<file path="src/rtl/compare_scheduler.sv">
// -----------------------------------------------------------------------------
// compare_scheduler
//
// Purpose:
//   Two-requester, round-robin scheduled, bit-serial unsigned magnitude
//   comparator. A granted requester's 32-bit operands are captured into
//   internal shift registers and compared MSB-first, one bit per clock.
//   The first differing bit decides the result; later bits are ignored.
//
// Ports:
//   clk        in   1   sole clock, rising edge
//   reset      in   1   asynchronous active-low reset (0 = in reset)
//   req        in   2   level requests, bit i = requester i
//   a0, b0     in  32   operands of requester 0
//   a1, b1     in  32   operands of requester 1
//   busy       out  1   high in RUN and DONE
//   grant_id   out  1   requester currently or last served
//   done       out  1   one-cycle pulse, result valid
//   L, E, G    out  1   registered result a<b, a==b, a>b (exactly one high
//                       after the first completed job, all low after reset)
//   state_dbg  out  2   current FSM state encoding (0 IDLE, 1 RUN, 2 DONE)
//
// Build option:
//   COMPARE_SCHEDULER_EARLY_EXIT_EN - when defined, RUN ends at the cycle the
//   first differing bit is found instead of always scanning all 32 bits.
//   Results are identical in both builds; only the latency changes.
//
// Handshake: req is a level request sampled only in IDLE. The job is fixed
// at the grant edge; later req/operand changes do not affect it. done pulses
// for exactly one cycle (the DONE state) and no grant happens during DONE.
// -----------------------------------------------------------------------------
module compare_scheduler (
  input  logic        clk,
  input  logic        reset,
  input  logic [1:0]  req,
  input  logic [31:0] a0,
  input  logic [31:0] b0,
  input  logic [31:0] a1,
  input  logic [31:0] b1,
  output logic        busy,
  output logic        grant_id,
  output logic        done,
  output logic        L,
  output logic        E,
  output logic        G,
  output logic [1:0]  state_dbg
);

  typedef enum logic [1:0] {
    S_IDLE = 2'd0,
    S_RUN  = 2'd1,
    S_DONE = 2'd2
  } state_t;

  state_t      state_q, state_d;
  logic [31:0] sa_q, sa_d;        // operand a shift register
  logic [31:0] sb_q, sb_d;        // operand b shift register
  logic [4:0]  cnt_q, cnt_d;      // index of the bit currently at the MSB
  logic        grant_id_q, grant_id_d;
  logic        prio_q, prio_d;    // requester that wins when both request
  logic        found_q, found_d;  // a differing bit has already been seen
  logic        lt_q, lt_d;        // a<b at the first differing bit
  logic        l_q, l_d;
  logic        e_q, e_d;
  logic        g_q, g_d;

  logic        diff;
  logic        first_diff;
  logic        finish;
  logic        gnt;

  always_ff @(posedge clk or negedge reset) begin
    if (!reset) begin
      state_q    <= S_IDLE;
      sa_q       <= 32'd0;
      sb_q       <= 32'd0;
      cnt_q      <= 5'd0;
      grant_id_q <= 1'b0;
      prio_q     <= 1'b0;
      found_q    <= 1'b0;
      lt_q       <= 1'b0;
      l_q        <= 1'b0;
      e_q        <= 1'b0;
      g_q        <= 1'b0;
    end else begin
      state_q    <= state_d;
      sa_q       <= sa_d;
      sb_q       <= sb_d;
      cnt_q      <= cnt_d;
      grant_id_q <= grant_id_d;
      prio_q     <= prio_d;
      found_q    <= found_d;
      lt_q       <= lt_d;
      l_q        <= l_d;
      e_q        <= e_d;
      g_q        <= g_d;
    end
  end

  always_comb begin
    state_d    = state_q;
    sa_d       = sa_q;
    sb_d       = sb_q;
    cnt_d      = cnt_q;
    grant_id_d = grant_id_q;
    prio_d     = prio_q;
    found_d    = found_q;
    lt_d       = lt_q;
    l_d        = l_q;
    e_d        = e_q;
    g_d        = g_q;

    diff       = sa_q[31] ^ sb_q[31];
    first_diff = diff & ~found_q;
    finish     = 1'b0;
    gnt        = 1'b0;

    case (state_q)
      S_IDLE: begin
        if (req != 2'b00) begin
          // Single requester wins outright; on contention the priority
          // pointer decides and then moves to the other requester.
          gnt        = (req == 2'b11) ? prio_q : req[1];
          grant_id_d = gnt;
          prio_d     = ~gnt;
          sa_d       = gnt ? a1 : a0;
          sb_d       = gnt ? b1 : b0;
          cnt_d      = 5'd31;
          found_d    = 1'b0;
          lt_d       = 1'b0;
          state_d    = S_RUN;
        end
      end

      S_RUN: begin
        sa_d = {sa_q[30:0], 1'b0};
        sb_d = {sb_q[30:0], 1'b0};
        if (first_diff) begin
          found_d = 1'b1;
          lt_d    = sb_q[31];
        end
`ifdef COMPARE_SCHEDULER_EARLY_EXIT_EN
        finish = (cnt_q == 5'd0) | first_diff;
`else
        finish = (cnt_q == 5'd0);
`endif
        if (finish) begin
          // The bit compared in this final cycle is folded in directly,
          // since found_q/lt_q only reflect earlier cycles.
          cnt_d   = 5'd0;
          state_d = S_DONE;
          if (found_q) begin
            l_d = lt_q;
            e_d = 1'b0;
            g_d = ~lt_q;
          end else if (diff) begin
            l_d = sb_q[31];
            e_d = 1'b0;
            g_d = sa_q[31];
          end else begin
            l_d = 1'b0;
            e_d = 1'b1;
            g_d = 1'b0;
          end
        end else begin
          cnt_d = cnt_q - 5'd1;
        end
      end

      S_DONE: begin
        state_d = S_IDLE;
      end

      default: begin
        state_d = S_IDLE;
      end
    endcase
  end

  assign busy      = (state_q != S_IDLE);
  assign done      = (state_q == S_DONE);
  assign grant_id  = grant_id_q;
  assign L         = l_q;
  assign E         = e_q;
  assign G         = g_q;
  assign state_dbg = state_q;

endmodule

</file>
<file path="config.mk">
export PLATFORM = sky130hd
export DESIGN_NAME = compare_scheduler
export DESIGN_NICKNAME = d
export VERILOG_FILES = /design/src/rtl/compare_scheduler.sv
export SDC_FILE = /design/constraint.sdc
export NUM_CORES = 1
export LEC_CHECK = 0
export CAP_MARGIN = 10
export CORE_ASPECT_RATIO = 1.1
export CORE_MARGIN = 2
export CORE_UTILIZATION = 32
export CTS_CLUSTER_DIAMETER = 200
export DETAILED_ROUTE_END_ITERATION = 10
export GPL_ROUTABILITY_DRIVEN = 1
export HOLD_SLACK_MARGIN = 0.15
export MAX_ROUTING_LAYER = met4
export PLACE_DENSITY = 0.7
export SYNTH_ARGS = -nofsm -noshare
export SYNTH_HDL_FRONTEND = slang
export SYNTH_SLANG_ARGS = --single-unit
</file>
<file path="constraint.sdc">
create_clock -name clk -period 3.8 [get_ports clk]
set_input_delay 0.76 -clock clk [delete_from_list [all_inputs] [get_ports clk]]
set_output_delay 0.76 -clock clk [all_outputs]
set_load 0.01 [all_outputs]
</file>
==> impl_metrics.tcl <==
set metrics [dict create \
    clock-sinks 78 \
    ys_seq_area_share_pct 43.70 \
    async_reset_ff_share_pct 100.0 \
    yosysUniqueCellTypes 29 \
    drtIter0Drc 163 \
    drcViolationCount 0 \
    wl_per_cell_microns 14.55 \
    syn_to_final_growth_pct 39.86 \
    synth_common_cells "dfrtp_1 (78), mux2i_1 (67), nand2_1 (66)" \
    core_sq_um 13740 \
    finalWirelength_mm 10.72 \
    ys.flop_type "dfrtp_1" \
    ys_seq_elements 78 \
    cts_resized 0 \
    instances_no_fill 737 \
    drv_cap 0 \
    syn_avg_cell_area_sq_um 10.53 \
    clock_path_buffers 2 \
    worst_slack_ns 1.440 \
    dp_slack_ns 1.106 \
    nNetsFinal 679 \
    min_period_ns 2.360 \
    post_cts_buffers 0 \
    cts_hold_buf 0 \
    cts_tree "done" \
    antenna_found_initial 0 \
    finish.utilization_pct 45.47 \
    synth_edf_count 0 \
    fillers 1306 \
    irDropWorstVdd_uv 254.3 \
    finalPower_uw 4284 \
    clk_latency_ns 0.33 \
    syn-num-nets 559 \
    vias 3637 \
    cp_max_fo 54 \
    synth.top_cell.area_share_pct 43.70 \
    dr.pass1.iters 5 \
    placed_cells 721 \
    ff2ff_setup_slack_ns 1.73 \
    floorplan.rows 45 \
    synth.cell_area_sq_um 4467 \
    reg2reg_to "sb_q[31]$_DFFE_PN0P_" \
    drv_slew 0 \
    powerDensity_nw_per_um2 685.7 \
    finalHoldViolCount 0 \
    max_stage_delay_ns 0.51 \
    fin_setup_tns_ns 0 \
    multiInputGateArea_sq_um 2270 \
    synthTopCellsByArea "dfrtp_1 (44%), o211ai_2 (16%), mux2i_1 (15%)" \
    worst_pin_slew_ns 1.013 \
    drive_gt1_share_pct 15.85 \
    slew_headroom_pct 31.87 \
    rsz0062_at_grt "no" \
    gp_congestion 0.7476 \
    startpoint "req[1]" \
    clk_pin_slew_worst_paths_ns 0.06 \
    seqCellArea_sq_um 1952 \
    timing.fmax_ghz 0.4237 \
    grt_pass1_vias 3678 \
    reg2reg_depth 5 \
    cts_buffers 9 \
    critPathCaptureType "flip-flop" \
    grt_pass1_wl_mm 16.97 \
    crit_type "input pin to flip-flop" \
    p_leak_uw 0.002813 \
    dieWidth_microns 116.7 \
    arrival_ns 2.60 \
    root_buffer "clkbuf_16" \
    status "finished, final reports clean" \
    dpl.hpwl_mm 7.592 \
    start_util_pct 32.51 \
    reg2reg_from "state_dbg[0]$_DFFE_PN0P_" \
    synthCells 424 \
    start_kind "input pin" \
    dieArea_sq_um 14920 \
    hold_class "flip-flop to flip-flop" \
    setup_viol 0 \
    grt_max_degree 79 \
    antenna_cells 0 \
    synth_top_cell_by_area "dfrtp_1" \
    yosysMostFrequentCell "dfrtp_1" \
    io_buffers 139 \
    htree_levels 3 \
    drt.antenna.violating_nets 0 \
    setup.worst_path.end "sb_q[25]$_DFFE_PN0P_" \
    cp_slowest_cell "or2_4" \
    die_y_microns 127.9 \
    pin_count 140 \
    finClkSkew_ns 0.007107 \
    ys_warn_count 0 \
    vias_per_cell 4.935 \
    grt_usage_pct 14.75 \
    required_ns 4.04 \
    timing.critical_path.cells "clkdlybuf4s50_1 -> nor2_1 -> or2_4 -> buf_12 -> nand3_1 -> o211ai_2" \
    overflow 0 \
    fin_crit_sh_pct 62.11 \
]
==> sequential cells by signal, indices dropped and copies added (netlist names) <==
register,count
E,1
sb_q,32
cnt_q,5
sa_q,32
grant_id,1
state_dbg,2
found_q,1
L,1
prio_q,1
G,1
lt_q,1
==> how the worst min path moves through the flow <==
stage	to	slack (ns)	depth (start not counted)	from
6_report	sb_q[14]$_DFFE_PN0P_	0.49	2	sb_q[13]$_DFFE_PN0P_
5_1_grt	sb_q[14]$_DFFE_PN0P_	0.52	2	sb_q[13]$_DFFE_PN0P_
4_1_cts	sa_q[3]$_DFFE_PN0P_	0.49	2	sa_q[2]$_DFFE_PN0P_
3_5_place_dp	sb_q[14]$_DFFE_PN0P_	0.48	2	sb_q[13]$_DFFE_PN0P_
3_3_place_gp	sb_q[14]$_DFFE_PN0P_	0.47	2	sb_q[13]$_DFFE_PN0P_
2_1_floorplan	E$_DFFE_PN0P_	0.46	0	reset
==> where the power goes <==
group,switching [uW],internal [uW]
Clock,327,503
Sequential,230,1240
Combinational,1060,920
Total,1620,2670
==> kinds of logic after synthesis <==
| kind of cell | synth area share (%) |
|---|---|
| and+or+nand+nor | 14.76 |
| AOI/OAI and AO/OA | 19.66 |
| DFF | 43.70 |
| muxes | 15.01 |
| buffers and inverters | 6.022 |
| adders and majority gates | 0.8404 |
==> per-layer routing <==
metal	part of all wire, %	GRT usage [%]	vias to the layer above
met5	0	-	-
met1	44	18.64	1739
li1	-	-	1780
met2	49	23.97	110
met3	6.2	2.979	8
met4	0.95	4.291	0
==> per-stage QoR <==
step           instance area [sq um]  hold WS [ns]
6_report                        6247        0.4875
5_1_grt                         6247        0.5155
4_1_cts                         6247        0.4928
3_5_place_dp                    5957        0.4803
3_3_place_gp                    5957        0.4733
2_1_floorplan                   4467        0.4555
==> layout make-up <==
type                            instances  area share (%)
Inverter                                9          0.5408
Tap cell                              188           3.765
Clock inverter                          7           1.041
Timing Repair Buffer                  146           23.47
Multi-Input combinational cell        300           36.33
Sequential cell                        78           31.24
Clock buffer                            9           3.605
==> critical path, delay by kind of cell <==
family                 cells  cell delay (ns)
and+or+nand+nor            3             0.86
buffers and inverters      2             0.83
AOI/OAI and AO/OA          1             0.10
==> layout by cell type (no fill, tap or decap), types with 2 or more instances in the layout <==
master	instances
o21ai_1	2
o211ai_2	58
clkinv_2	4
a21oi_1	6
nor2_1	12
buf_4	6
nand3_1	61
inv_1	9
ha_1	3
dfrtp_1	78
o21ai_0	3
clkdlybuf4s50_1	138
nand2_1	66
or2_4	2
o221ai_1	4
o2bb2ai_1	2
mux2i_1	67
buf_12	2
clkinvlp_4	2
nor3_1	2
clkbuf_16	9
No activity file was read; power rests on OpenSTA's default activity.
